==> src/rtl/rtc_time_set_pkg.sv <==
// Shared types, encodings and BCD helpers for the RTC time-setting controller.
package rtc_pkg;

  typedef enum logic [1:0] {
    RUN     = 2'd0,
    SET_HR  = 2'd1,
    SET_MIN = 2'd2,
    SET_SEC = 2'd3
  } state_e;

  localparam logic [1:0] EF_NONE    = 2'd0;
  localparam logic [1:0] EF_HOURS   = 2'd1;
  localparam logic [1:0] EF_MINUTES = 2'd2;
  localparam logic [1:0] EF_SECONDS = 2'd3;

  localparam logic [3:0] HR_MAX_M      = 4'd2;
  localparam logic [3:0] HR_MAX_L_AT_2 = 4'd3;
  localparam logic [3:0] MS_MAX_M      = 4'd5;
  localparam logic [3:0] BCD_MAX       = 4'd9;

  // A two-digit field is legal when both digits are decimal and it does not exceed max_m:max_l.
  function automatic logic bcd_legal(input logic [3:0] m, input logic [3:0] l,
                                     input logic [3:0] max_m, input logic [3:0] max_l_at_max);
    return (l <= BCD_MAX) && ((m < max_m) || ((m == max_m) && (l <= max_l_at_max)));
  endfunction

  function automatic logic [7:0] bcd_inc(input logic [3:0] m, input logic [3:0] l,
                                         input logic [3:0] max_m, input logic [3:0] max_l_at_max);
    if ((m == max_m) && (l == max_l_at_max)) return 8'h00;
    if (l == BCD_MAX) return {m + 4'd1, 4'd0};
    return {m, l + 4'd1};
  endfunction

  function automatic logic [1:0] edit_field_of(input state_e s);
    case (s)
      SET_HR:  return EF_HOURS;
      SET_MIN: return EF_MINUTES;
      SET_SEC: return EF_SECONDS;
      default: return EF_NONE;
    endcase
  endfunction

endpackage

==> src/rtl/rtc_time_set_if.sv <==
// Button, current-time and load-port signals of the RTC time-setting controller.
interface rtc_time_set_if;
  logic       tick_1hz;
  logic       btn_mode;
  logic       btn_inc;
  logic [3:0] cur_hr_m, cur_hr_l, cur_min_m, cur_min_l, cur_sec_m, cur_sec_l;
  logic [3:0] set_hr_m, set_hr_l, set_min_m, set_min_l, set_sec_m, set_sec_l;
  logic       load;
  logic       set_active;
  logic [1:0] edit_field;

  modport master (
    output tick_1hz, btn_mode, btn_inc,
    output cur_hr_m, cur_hr_l, cur_min_m, cur_min_l, cur_sec_m, cur_sec_l,
    input  set_hr_m, set_hr_l, set_min_m, set_min_l, set_sec_m, set_sec_l,
    input  load, set_active, edit_field
  );

  modport slave (
    input  tick_1hz, btn_mode, btn_inc,
    input  cur_hr_m, cur_hr_l, cur_min_m, cur_min_l, cur_sec_m, cur_sec_l,
    output set_hr_m, set_hr_l, set_min_m, set_min_l, set_sec_m, set_sec_l,
    output load, set_active, edit_field
  );
endinterface

==> src/rtl/rtc_time_set_btn_debounce.sv <==
// Push-button conditioner: two-flop synchroniser, stability counter and one-clk press pulse.
// With AUTO_REPEAT_EN defined the accepted level is also exported for hold detection.
module btn_debounce #(
  parameter logic [15:0] DEBOUNCE_CYCLES = 16'd50000
) (
  input  logic clk,
  input  logic rst_n,
  input  logic btn_i,
`ifdef AUTO_REPEAT_EN
  output logic level_o,
`endif
  output logic press_o
);

  logic        sync1_q, sync2_q;
  logic        level_q, level_d, level_dly_q;
  logic        press_q;
  logic [15:0] cnt_q, cnt_d;

  // Counts consecutive synced samples that disagree with the accepted level.
  always_comb begin
    cnt_d   = cnt_q;
    level_d = level_q;
    if (sync2_q == level_q) begin
      cnt_d = '0;
    end else if (cnt_q == DEBOUNCE_CYCLES - 16'd1) begin
      cnt_d   = '0;
      level_d = sync2_q;
    end else begin
      cnt_d = cnt_q + 16'd1;
    end
  end

  always_ff @(posedge clk or negedge rst_n) begin
    if (!rst_n) begin
      sync1_q     <= 1'b0;
      sync2_q     <= 1'b0;
      cnt_q       <= '0;
      level_q     <= 1'b0;
      level_dly_q <= 1'b0;
      press_q     <= 1'b0;
    end else begin
      sync1_q     <= btn_i;
      sync2_q     <= sync1_q;
      cnt_q       <= cnt_d;
      level_q     <= level_d;
      level_dly_q <= level_q;
      press_q     <= level_q & ~level_dly_q;
    end
  end

  assign press_o = press_q;
`ifdef AUTO_REPEAT_EN
  assign level_o = level_q;
`endif

endmodule

==> src/rtl/rtc_time_set.sv <==
// Button-driven HH:MM:SS editor producing BCD digits and a load strobe for the RTC core.
// Optional AUTO_REPEAT_EN: holding inc generates repeated increments.
module rtc_time_set
  import rtc_pkg::*;
#(
  parameter logic [15:0] DEBOUNCE_CYCLES = 16'd50000,
  parameter logic [7:0]  TIMEOUT_S       = 8'd30
) (
  input  logic           clk,
  input  logic           reset_n,
  rtc_time_set_if.slave  bus
);

  logic rst_meta_q, rst_n_q;

  // Reset asserts asynchronously but is released on a clock edge.
  always_ff @(posedge clk or negedge reset_n) begin
    if (!reset_n) begin
      rst_meta_q <= 1'b0;
      rst_n_q    <= 1'b0;
    end else begin
      rst_meta_q <= 1'b1;
      rst_n_q    <= rst_meta_q;
    end
  end

  logic [1:0] btn_raw, btn_press;
`ifdef AUTO_REPEAT_EN
  logic [1:0] btn_level;
`endif
  assign btn_raw = {bus.btn_inc, bus.btn_mode};

  generate
    for (genvar gi = 0; gi < 2; gi++) begin : g_btn
      btn_debounce #(.DEBOUNCE_CYCLES(DEBOUNCE_CYCLES)) u_btn (
        .clk     (clk),
        .rst_n   (rst_n_q),
        .btn_i   (btn_raw[gi]),
`ifdef AUTO_REPEAT_EN
        .level_o (btn_level[gi]),
`endif
        .press_o (btn_press[gi])
      );
    end
  endgenerate

  logic mode_press, inc_evt;
  assign mode_press = btn_press[0];

`ifdef AUTO_REPEAT_EN
  localparam int REPEAT_SHIFT = 25;
  logic [REPEAT_SHIFT-1:0] rep_cnt_q;
  logic                    rep_armed_q, rep_pulse_q;

  // First repeat after 2^REPEAT_SHIFT clk of hold, then every quarter of that.
  always_ff @(posedge clk or negedge rst_n_q) begin
    if (!rst_n_q) begin
      rep_cnt_q   <= '0;
      rep_armed_q <= 1'b0;
      rep_pulse_q <= 1'b0;
    end else begin
      rep_pulse_q <= 1'b0;
      if (!btn_level[1]) begin
        rep_cnt_q   <= '0;
        rep_armed_q <= 1'b0;
      end else if ((!rep_armed_q && (&rep_cnt_q)) ||
                   (rep_armed_q && (&rep_cnt_q[REPEAT_SHIFT-3:0]))) begin
        rep_cnt_q   <= '0;
        rep_armed_q <= 1'b1;
        rep_pulse_q <= 1'b1;
      end else begin
        rep_cnt_q <= rep_cnt_q + 1'b1;
      end
    end
  end
  assign inc_evt = btn_press[1] | rep_pulse_q;
`else
  assign inc_evt = btn_press[1];
`endif

  state_e     state_q;
  logic [7:0] set_hr_q, set_min_q, set_sec_q;
  logic [7:0] timeout_q;
  logic       load_q;

  logic [7:0] cap_hr_d, cap_min_d, cap_sec_d;
  logic [7:0] inc_hr_d, inc_min_d, inc_sec_d;

  assign cap_hr_d  = bcd_legal(bus.cur_hr_m, bus.cur_hr_l, HR_MAX_M, HR_MAX_L_AT_2)
                     ? {bus.cur_hr_m, bus.cur_hr_l} : 8'h00;
  assign cap_min_d = bcd_legal(bus.cur_min_m, bus.cur_min_l, MS_MAX_M, BCD_MAX)
                     ? {bus.cur_min_m, bus.cur_min_l} : 8'h00;
  assign cap_sec_d = bcd_legal(bus.cur_sec_m, bus.cur_sec_l, MS_MAX_M, BCD_MAX)
                     ? {bus.cur_sec_m, bus.cur_sec_l} : 8'h00;
  assign inc_hr_d  = bcd_inc(set_hr_q[7:4],  set_hr_q[3:0],  HR_MAX_M, HR_MAX_L_AT_2);
  assign inc_min_d = bcd_inc(set_min_q[7:4], set_min_q[3:0], MS_MAX_M, BCD_MAX);
  assign inc_sec_d = bcd_inc(set_sec_q[7:4], set_sec_q[3:0], MS_MAX_M, BCD_MAX);

  // Mode beats inc in the same cycle; any accepted press restarts the inactivity timeout.
  always_ff @(posedge clk or negedge rst_n_q) begin
    if (!rst_n_q) begin
      state_q   <= RUN;
      set_hr_q  <= '0;
      set_min_q <= '0;
      set_sec_q <= '0;
      timeout_q <= '0;
      load_q    <= 1'b0;
    end else begin
      load_q <= 1'b0;
      if (mode_press) begin
        timeout_q <= '0;
        case (state_q)
          RUN: begin
            set_hr_q  <= cap_hr_d;
            set_min_q <= cap_min_d;
            set_sec_q <= cap_sec_d;
            state_q   <= SET_HR;
          end
          SET_HR:  state_q <= SET_MIN;
          SET_MIN: state_q <= SET_SEC;
          SET_SEC: begin
            state_q <= RUN;
            load_q  <= 1'b1;
          end
          default: state_q <= RUN;
        endcase
      end else if (inc_evt) begin
        timeout_q <= '0;
        case (state_q)
          SET_HR:  set_hr_q  <= inc_hr_d;
          SET_MIN: set_min_q <= inc_min_d;
          SET_SEC: set_sec_q <= inc_sec_d;
          default: ;
        endcase
      end else if (bus.tick_1hz && (state_q != RUN)) begin
        if (timeout_q == TIMEOUT_S - 8'd1) begin
          state_q   <= RUN;
          timeout_q <= '0;
        end else begin
          timeout_q <= timeout_q + 8'd1;
        end
      end
    end
  end

  assign bus.set_hr_m   = set_hr_q[7:4];
  assign bus.set_hr_l   = set_hr_q[3:0];
  assign bus.set_min_m  = set_min_q[7:4];
  assign bus.set_min_l  = set_min_q[3:0];
  assign bus.set_sec_m  = set_sec_q[7:4];
  assign bus.set_sec_l  = set_sec_q[3:0];
  assign bus.load       = load_q;
  assign bus.set_active = (state_q != RUN);
  assign bus.edit_field = edit_field_of(state_q);

endmodule
==> src/flat_wrapper.sv <==
// flat-port wrapper written by rule: the top's interface ports become plain ports
module rtc_time_set_flat import rtc_pkg::*;
#(
  parameter logic [15:0] DEBOUNCE_CYCLES = 16'd50000,
  parameter logic [7:0]  TIMEOUT_S       = 8'd30
)
  (clk, reset_n, bus_tick_1hz, bus_btn_mode, bus_btn_inc, bus_cur_hr_m, bus_cur_hr_l, bus_cur_min_m, bus_cur_min_l, bus_cur_sec_m, bus_cur_sec_l, bus_set_hr_m, bus_set_hr_l, bus_set_min_m, bus_set_min_l, bus_set_sec_m, bus_set_sec_l, bus_load, bus_set_active, bus_edit_field);
  rtc_time_set_if bus_i ();
  input  logic clk;
  input  logic reset_n;
  input wire logic [$bits(bus_i.tick_1hz)-1:0] bus_tick_1hz;
  input wire logic [$bits(bus_i.btn_mode)-1:0] bus_btn_mode;
  input wire logic [$bits(bus_i.btn_inc)-1:0] bus_btn_inc;
  input wire logic [$bits(bus_i.cur_hr_m)-1:0] bus_cur_hr_m;
  input wire logic [$bits(bus_i.cur_hr_l)-1:0] bus_cur_hr_l;
  input wire logic [$bits(bus_i.cur_min_m)-1:0] bus_cur_min_m;
  input wire logic [$bits(bus_i.cur_min_l)-1:0] bus_cur_min_l;
  input wire logic [$bits(bus_i.cur_sec_m)-1:0] bus_cur_sec_m;
  input wire logic [$bits(bus_i.cur_sec_l)-1:0] bus_cur_sec_l;
  output wire logic [$bits(bus_i.set_hr_m)-1:0] bus_set_hr_m;
  output wire logic [$bits(bus_i.set_hr_l)-1:0] bus_set_hr_l;
  output wire logic [$bits(bus_i.set_min_m)-1:0] bus_set_min_m;
  output wire logic [$bits(bus_i.set_min_l)-1:0] bus_set_min_l;
  output wire logic [$bits(bus_i.set_sec_m)-1:0] bus_set_sec_m;
  output wire logic [$bits(bus_i.set_sec_l)-1:0] bus_set_sec_l;
  output wire logic [$bits(bus_i.load)-1:0] bus_load;
  output wire logic [$bits(bus_i.set_active)-1:0] bus_set_active;
  output wire logic [$bits(bus_i.edit_field)-1:0] bus_edit_field;
  assign bus_i.tick_1hz = bus_tick_1hz;
  assign bus_i.btn_mode = bus_btn_mode;
  assign bus_i.btn_inc = bus_btn_inc;
  assign bus_i.cur_hr_m = bus_cur_hr_m;
  assign bus_i.cur_hr_l = bus_cur_hr_l;
  assign bus_i.cur_min_m = bus_cur_min_m;
  assign bus_i.cur_min_l = bus_cur_min_l;
  assign bus_i.cur_sec_m = bus_cur_sec_m;
  assign bus_i.cur_sec_l = bus_cur_sec_l;
  assign bus_set_hr_m = bus_i.set_hr_m;
  assign bus_set_hr_l = bus_i.set_hr_l;
  assign bus_set_min_m = bus_i.set_min_m;
  assign bus_set_min_l = bus_i.set_min_l;
  assign bus_set_sec_m = bus_i.set_sec_m;
  assign bus_set_sec_l = bus_i.set_sec_l;
  assign bus_load = bus_i.load;
  assign bus_set_active = bus_i.set_active;
  assign bus_edit_field = bus_i.edit_field;
  rtc_time_set #(.DEBOUNCE_CYCLES(DEBOUNCE_CYCLES), .TIMEOUT_S(TIMEOUT_S)) u_core (.clk(clk), .reset_n(reset_n), .bus(bus_i));
endmodule
==> config.mk <==
export PLATFORM = sky130hd
export DESIGN_NAME = rtc_time_set_flat
export DESIGN_NICKNAME = d
export VERILOG_FILES = /design/src/rtl/rtc_time_set_pkg.sv /design/src/rtl/rtc_time_set_if.sv /design/src/rtl/rtc_time_set_btn_debounce.sv /design/src/rtl/rtc_time_set.sv /design/src/flat_wrapper.sv
export SDC_FILE = /design/constraint.sdc
export NUM_CORES = 1
export LEC_CHECK = 0
export CORE_ASPECT_RATIO = 0.9
export CORE_MARGIN = 2
export CORE_UTILIZATION = 25
export CTS_BUF_LIST = sky130_fd_sc_hd__clkbuf_8
export CTS_CLUSTER_DIAMETER = 60
export DETAILED_ROUTE_END_ITERATION = 6
export SLEW_MARGIN = 20
export SYNTH_ARGS = -nofsm -noshare
export SYNTH_HDL_FRONTEND = slang
export SYNTH_SLANG_ARGS = --single-unit
==> constraint.sdc <==
create_clock -name clk -period 2.87 [get_ports clk]
set_input_delay 0.7175 -clock clk [delete_from_list [all_inputs] [get_ports clk]]
set_output_delay 0.7175 -clock clk [all_outputs]
set_load 0.005 [all_outputs]
==> metrics.log <==
[metrics] TritonCTS clock tree: done
[metrics] startpoint kind of the worst setup timing path: register
[metrics] number of buffers inserted by post-CTS setup repair: 0
[metrics] power per cell area: 410.7 nW/um^2
[metrics] Final Critical Period: 2.609 ns
[metrics] outcome: finished, final reports clean
[metrics] wire length of the first global-routing pass: 16.39 mm
[metrics] Clock Sinks: 79
[metrics] clock network latency to the later pin of the worst-skew pair: 0.38 ns
[metrics] share of the synthesized netlist area taken by xor and xnor gates: 6.907%
[metrics] gp weighted congestion: 0.8323
[metrics] most used cells in the layout excluding fill and tap cells: sky130_fd_sc_hd__dfrtp_1 (78), sky130_fd_sc_hd__clkdlybuf4s50_1 (56), sky130_fd_sc_hd__nor2_1 (52)
[metrics] peak ir drop on the vdd network: 0.2338 mV
[metrics] Final HPWL DP: 6.923 mm
[metrics] depth of the CTS H-tree: 3
[metrics] warnings from Yosys: 0
[metrics] iteration count of the initial detailed-routing pass: 4
[metrics] num rows: 45
[metrics] Maximum Capacitance Violations: 0
[metrics] achievable frequency: 0.3834 GHz
[metrics] effective utilization at floorplan: 25.53%
[metrics] Detailed Route Iter0 Violations: 208
[metrics] multiplexer fraction of the synthesized cell area: 1.538%
[metrics] compound-cell area share of the yosys netlist: 12.57%
[metrics] post-synthesis async set-or-reset flop share: 100.0%
[metrics] largest net degree at the start of global routing: 41
[metrics] vias per cell: 4.856
[metrics] CORE AREA: 16,890 sq um
[metrics] sequential power share: 52.3%
[metrics] adder-cell area share of the yosys netlist: 6.094%
[metrics] combinational share of power: 4.0%
[metrics] synthesized netlist cell count: 435
[metrics] remaining number of nets flagged by the antenna check after routing: 0
[metrics] average wire per cell in the routed design: 13.43 microns
[metrics] buffers added on ports: 56
[metrics] Simple-Gate Fraction of Synth Area: 23.80%
[metrics] number of top-level pins: 57
[metrics] netlist area before placement: 4312 sq um
[metrics] final count of hold timing violations: 0
[metrics] Internal Dissipation: 1.675 mW
[metrics] count of flip-flops with a built-in enable after synthesis: 0
[metrics] leading cell type in the layout, fill and taps excluded: sky130_fd_sc_hd__dfrtp_1
[metrics] library cell used as clock root buffer: sky130_fd_sc_hd__clkbuf_8
[metrics] net load switching power: 0.5177 mW
[metrics] number of synthesized register bits: 79
[metrics] slew at the pin closest to its max-slew limit: 0.8847 ns
[metrics] post-synth net total: 485
[metrics] DR DRC count: 0
[metrics] post-route clock skew: 0.01368 ns
[metrics] aggregate global-route resource usage: 11.01%
[metrics] Worst Path Required: 2.15 ns
[metrics] routed wire length: 9.533 mm
[metrics] number of endpoints failing setup at the final stage: 0
[metrics] via count of the first global-routing pass: 3,484
[metrics] ratio of final minimum period to clock period: 90.89%
[metrics] peak fanout along the critical path: 4
[metrics] number of nets in the final layout: 544
[metrics] Max Buffers Root-to-Sink: 2
[metrics] number of inserted filler cells in the final layout: 1,713
[metrics] share of total power in the clock network: 43.8%
[metrics] data arrival at the endpoint of the critical path: 1.89 ns
[metrics] sequential fraction of the synthesis area: 45.85%
[metrics] Slew HR: 41.02%
[metrics] end-of-flow core utilization: 31.61%
[metrics] number of unique standard cell types used by synthesis: 59
[metrics] number of hold-repair buffers added at the cts stage: 0
[metrics] class of the tightest hold or removal check: register to register
[metrics] flip-flop cell with the highest count after synthesis: sky130_fd_sc_hd__dfrtp_1
[metrics] average cell area after synthesis: 9.912 sq um
[metrics] setup repair after global routing missed its margin: no
[metrics] number of resized instances in the post-cts repair step: 0
[metrics] via count of the routed design: 3,448
[metrics] combinational family with the most area after synthesis: simple AND/OR/NAND/NOR gates
[metrics] CP Class: register to primary output
[metrics] fraction of final layout cells with drive strength greater than 1: 7.615%
[metrics] capturing element type of the critical path: primary output
[metrics] cts bufs inserted: 9
[metrics] Area growth syn-to-layout: 23.82%
[metrics] total congestion overflow after global routing: 0
[metrics] leakage power: 2.217 nW
[metrics] Slew Limit Fails: 0
[metrics] area enclosed by the die boundary: 18,310 sq um
[metrics] antenna violations before repair: 0
[metrics] x dimension of the die: 142.4 microns
[metrics] setup total negative slack: 0 ns
[metrics] clock-pin slew reported for the worst setup and hold paths after clock tree synthesis: 0.09 ns
[metrics] Vert. Die Dim: 128.6 microns
[metrics] Antenna Cells: 0
[metrics] Sw Ratio: 23.61%
## path summary, 6_finish.rpt
check                                                      endpoint                                      start  slack (ns)  cells past startpoint
max in group asynchronous   u_core.g_btn[1].u_btn.sync2_q$_DFF_PN0_                   u_core.rst_n_q$_DFF_PN0_        1.76                      1
min reg2reg                                u_core.rst_n_q$_DFF_PN0_                u_core.rst_meta_q$_DFF_PN0_        0.35                      0
max                                               bus_edit_field[1]              u_core.state_q[0]$_DFFE_PN0P_        0.26                      4
min in group asynchronous           u_core.set_sec_q[5]$_DFFE_PN0P_                   u_core.rst_n_q$_DFF_PN0_        0.39                      0
min                                        u_core.rst_n_q$_DFF_PN0_                u_core.rst_meta_q$_DFF_PN0_        0.35                      0
max reg2reg                u_core.g_btn[1].u_btn.cnt_q[2]$_DFF_PN0_  u_core.g_btn[1].u_btn.cnt_q[12]$_DFF_PN0_        0.83                      4
## flip-flops by register name, indices dropped and copies added (netlist names), 8 cells and up
name and count:
u_core.timeout_q 8, u_core.set_min_q 8, u_core.set_hr_q 8, u_core.set_sec_q 8, u_core.g_btn.u_btn.cnt_q 32
## per-layer routing
metal	vias up	track usage [%]	wire length, microns
li1	1694	-	-
met1	1645	13.85	4487
met2	93	17.70	4258
met3	16	3.015	571
met4	0	5.125	216
met5	-	0	0
## critical path: stages, from the launching register on
cell                              delay [ns]
sky130_fd_sc_hd__dfrtp_1                0.41
sky130_fd_sc_hd__inv_1                  0.10
sky130_fd_sc_hd__ha_1                   0.24
sky130_fd_sc_hd__or2_2                  0.31
sky130_fd_sc_hd__clkdlybuf4s50_1        0.45
## Yosys cell counts (3+ instances only)
cell / count / share of area (%)
sky130_fd_sc_hd__dfrtp_1: 79 / 46
sky130_fd_sc_hd__nor2_1: 52 / 4.5
sky130_fd_sc_hd__nand2_1: 27 / 2.4
sky130_fd_sc_hd__xnor2_1: 26 / 5.3
sky130_fd_sc_hd__ha_1: 21 / 6.1
sky130_fd_sc_hd__inv_1: 20 / 1.7
sky130_fd_sc_hd__o21ai_0: 20 / 2.3
sky130_fd_sc_hd__nand3_1: 18 / 2.1
sky130_fd_sc_hd__nor4_1: 17 / 2.5
sky130_fd_sc_hd__nand4_1: 13 / 1.9
sky130_fd_sc_hd__a21oi_1: 11 / 1.3
sky130_fd_sc_hd__nor2b_1: 8 / 1.2
sky130_fd_sc_hd__xor2_1: 8 / 1.6
sky130_fd_sc_hd__and3_1: 7 / 1.0
sky130_fd_sc_hd__o2bb2ai_1: 7 / 1.4
sky130_fd_sc_hd__a2bb2oi_1: 6 / 1.2
sky130_fd_sc_hd__mux2_2: 5 / 1.3
sky130_fd_sc_hd__nand2b_1: 5 / 0.73
sky130_fd_sc_hd__nor3_1: 5 / 0.58
sky130_fd_sc_hd__or2_2: 5 / 0.73
sky130_fd_sc_hd__or4_1: 5 / 0.87
sky130_fd_sc_hd__and3b_1: 4 / 0.81
sky130_fd_sc_hd__buf_2: 4 / 0.46
sky130_fd_sc_hd__o211ai_1: 4 / 0.70
sky130_fd_sc_hd__a211o_1: 3 / 0.61
sky130_fd_sc_hd__a21o_1: 3 / 0.52
sky130_fd_sc_hd__a22o_1: 3 / 0.61
sky130_fd_sc_hd__and4b_1: 3 / 0.70
sky130_fd_sc_hd__clkbuf_1: 3 / 0.26
sky130_fd_sc_hd__nand3b_1: 3 / 0.52
## kinds of logic (layout without fill, tap and decap cells)
family                   after synthesis  after routing
AO/OA/AOI/OAI                         75             75
XOR/XNOR                              34             34
adder cells (fa/ha/maj)               21             21
buffers and inverters                 31             95
flip-flops                            79             79
multiplexers                           6              6
other                                  1              1
AND/OR/NAND/NOR                      188            188
## metrics by stage
stage	std cells	total power [mW]	setup slack, ns	cell area (sq um)	hold WS [ns]
after floorplan	435	1.197	0.5069	4312	0.3312
after global placement	694	1.255	0.6682	5111	0.3389
after detailed placement	694	1.257	0.6308	5111	0.3362
after CTS	710	2.233	0.2393	5339	0.3549
after global routing	710	2.289	0.1842	5339	0.3619
final	710	2.193	0.2615	5339	0.3523
## power groups by stage
stage / Sequential (mW) / Combinational (mW) / Clock, mW
global placement: 1.17 / 0.0866 / 0
finish: 1.15 / 0.0868 / 0.960
detailed placement: 1.17 / 0.0881 / 0
CTS: 1.15 / 0.0888 / 0.997
floorplan: 1.17 / 0.0263 / 0
global route: 1.15 / 0.0973 / 1.04
## area by class of cell
class | count | area [sq um] | area share [%]
multi-input combinational | 325 | 2198 | 41.18
clock inverter | 7 | 103.9 | 1.945
clock buffer | 9 | 123.9 | 2.320
inverter | 20 | 75.07 | 1.406
timing repair buffer | 59 | 595.6 | 11.16
tap | 211 | 264.0 | 4.945
sequential | 79 | 1978 | 37.05
Note: power is estimated with default switching activity, not from simulation.
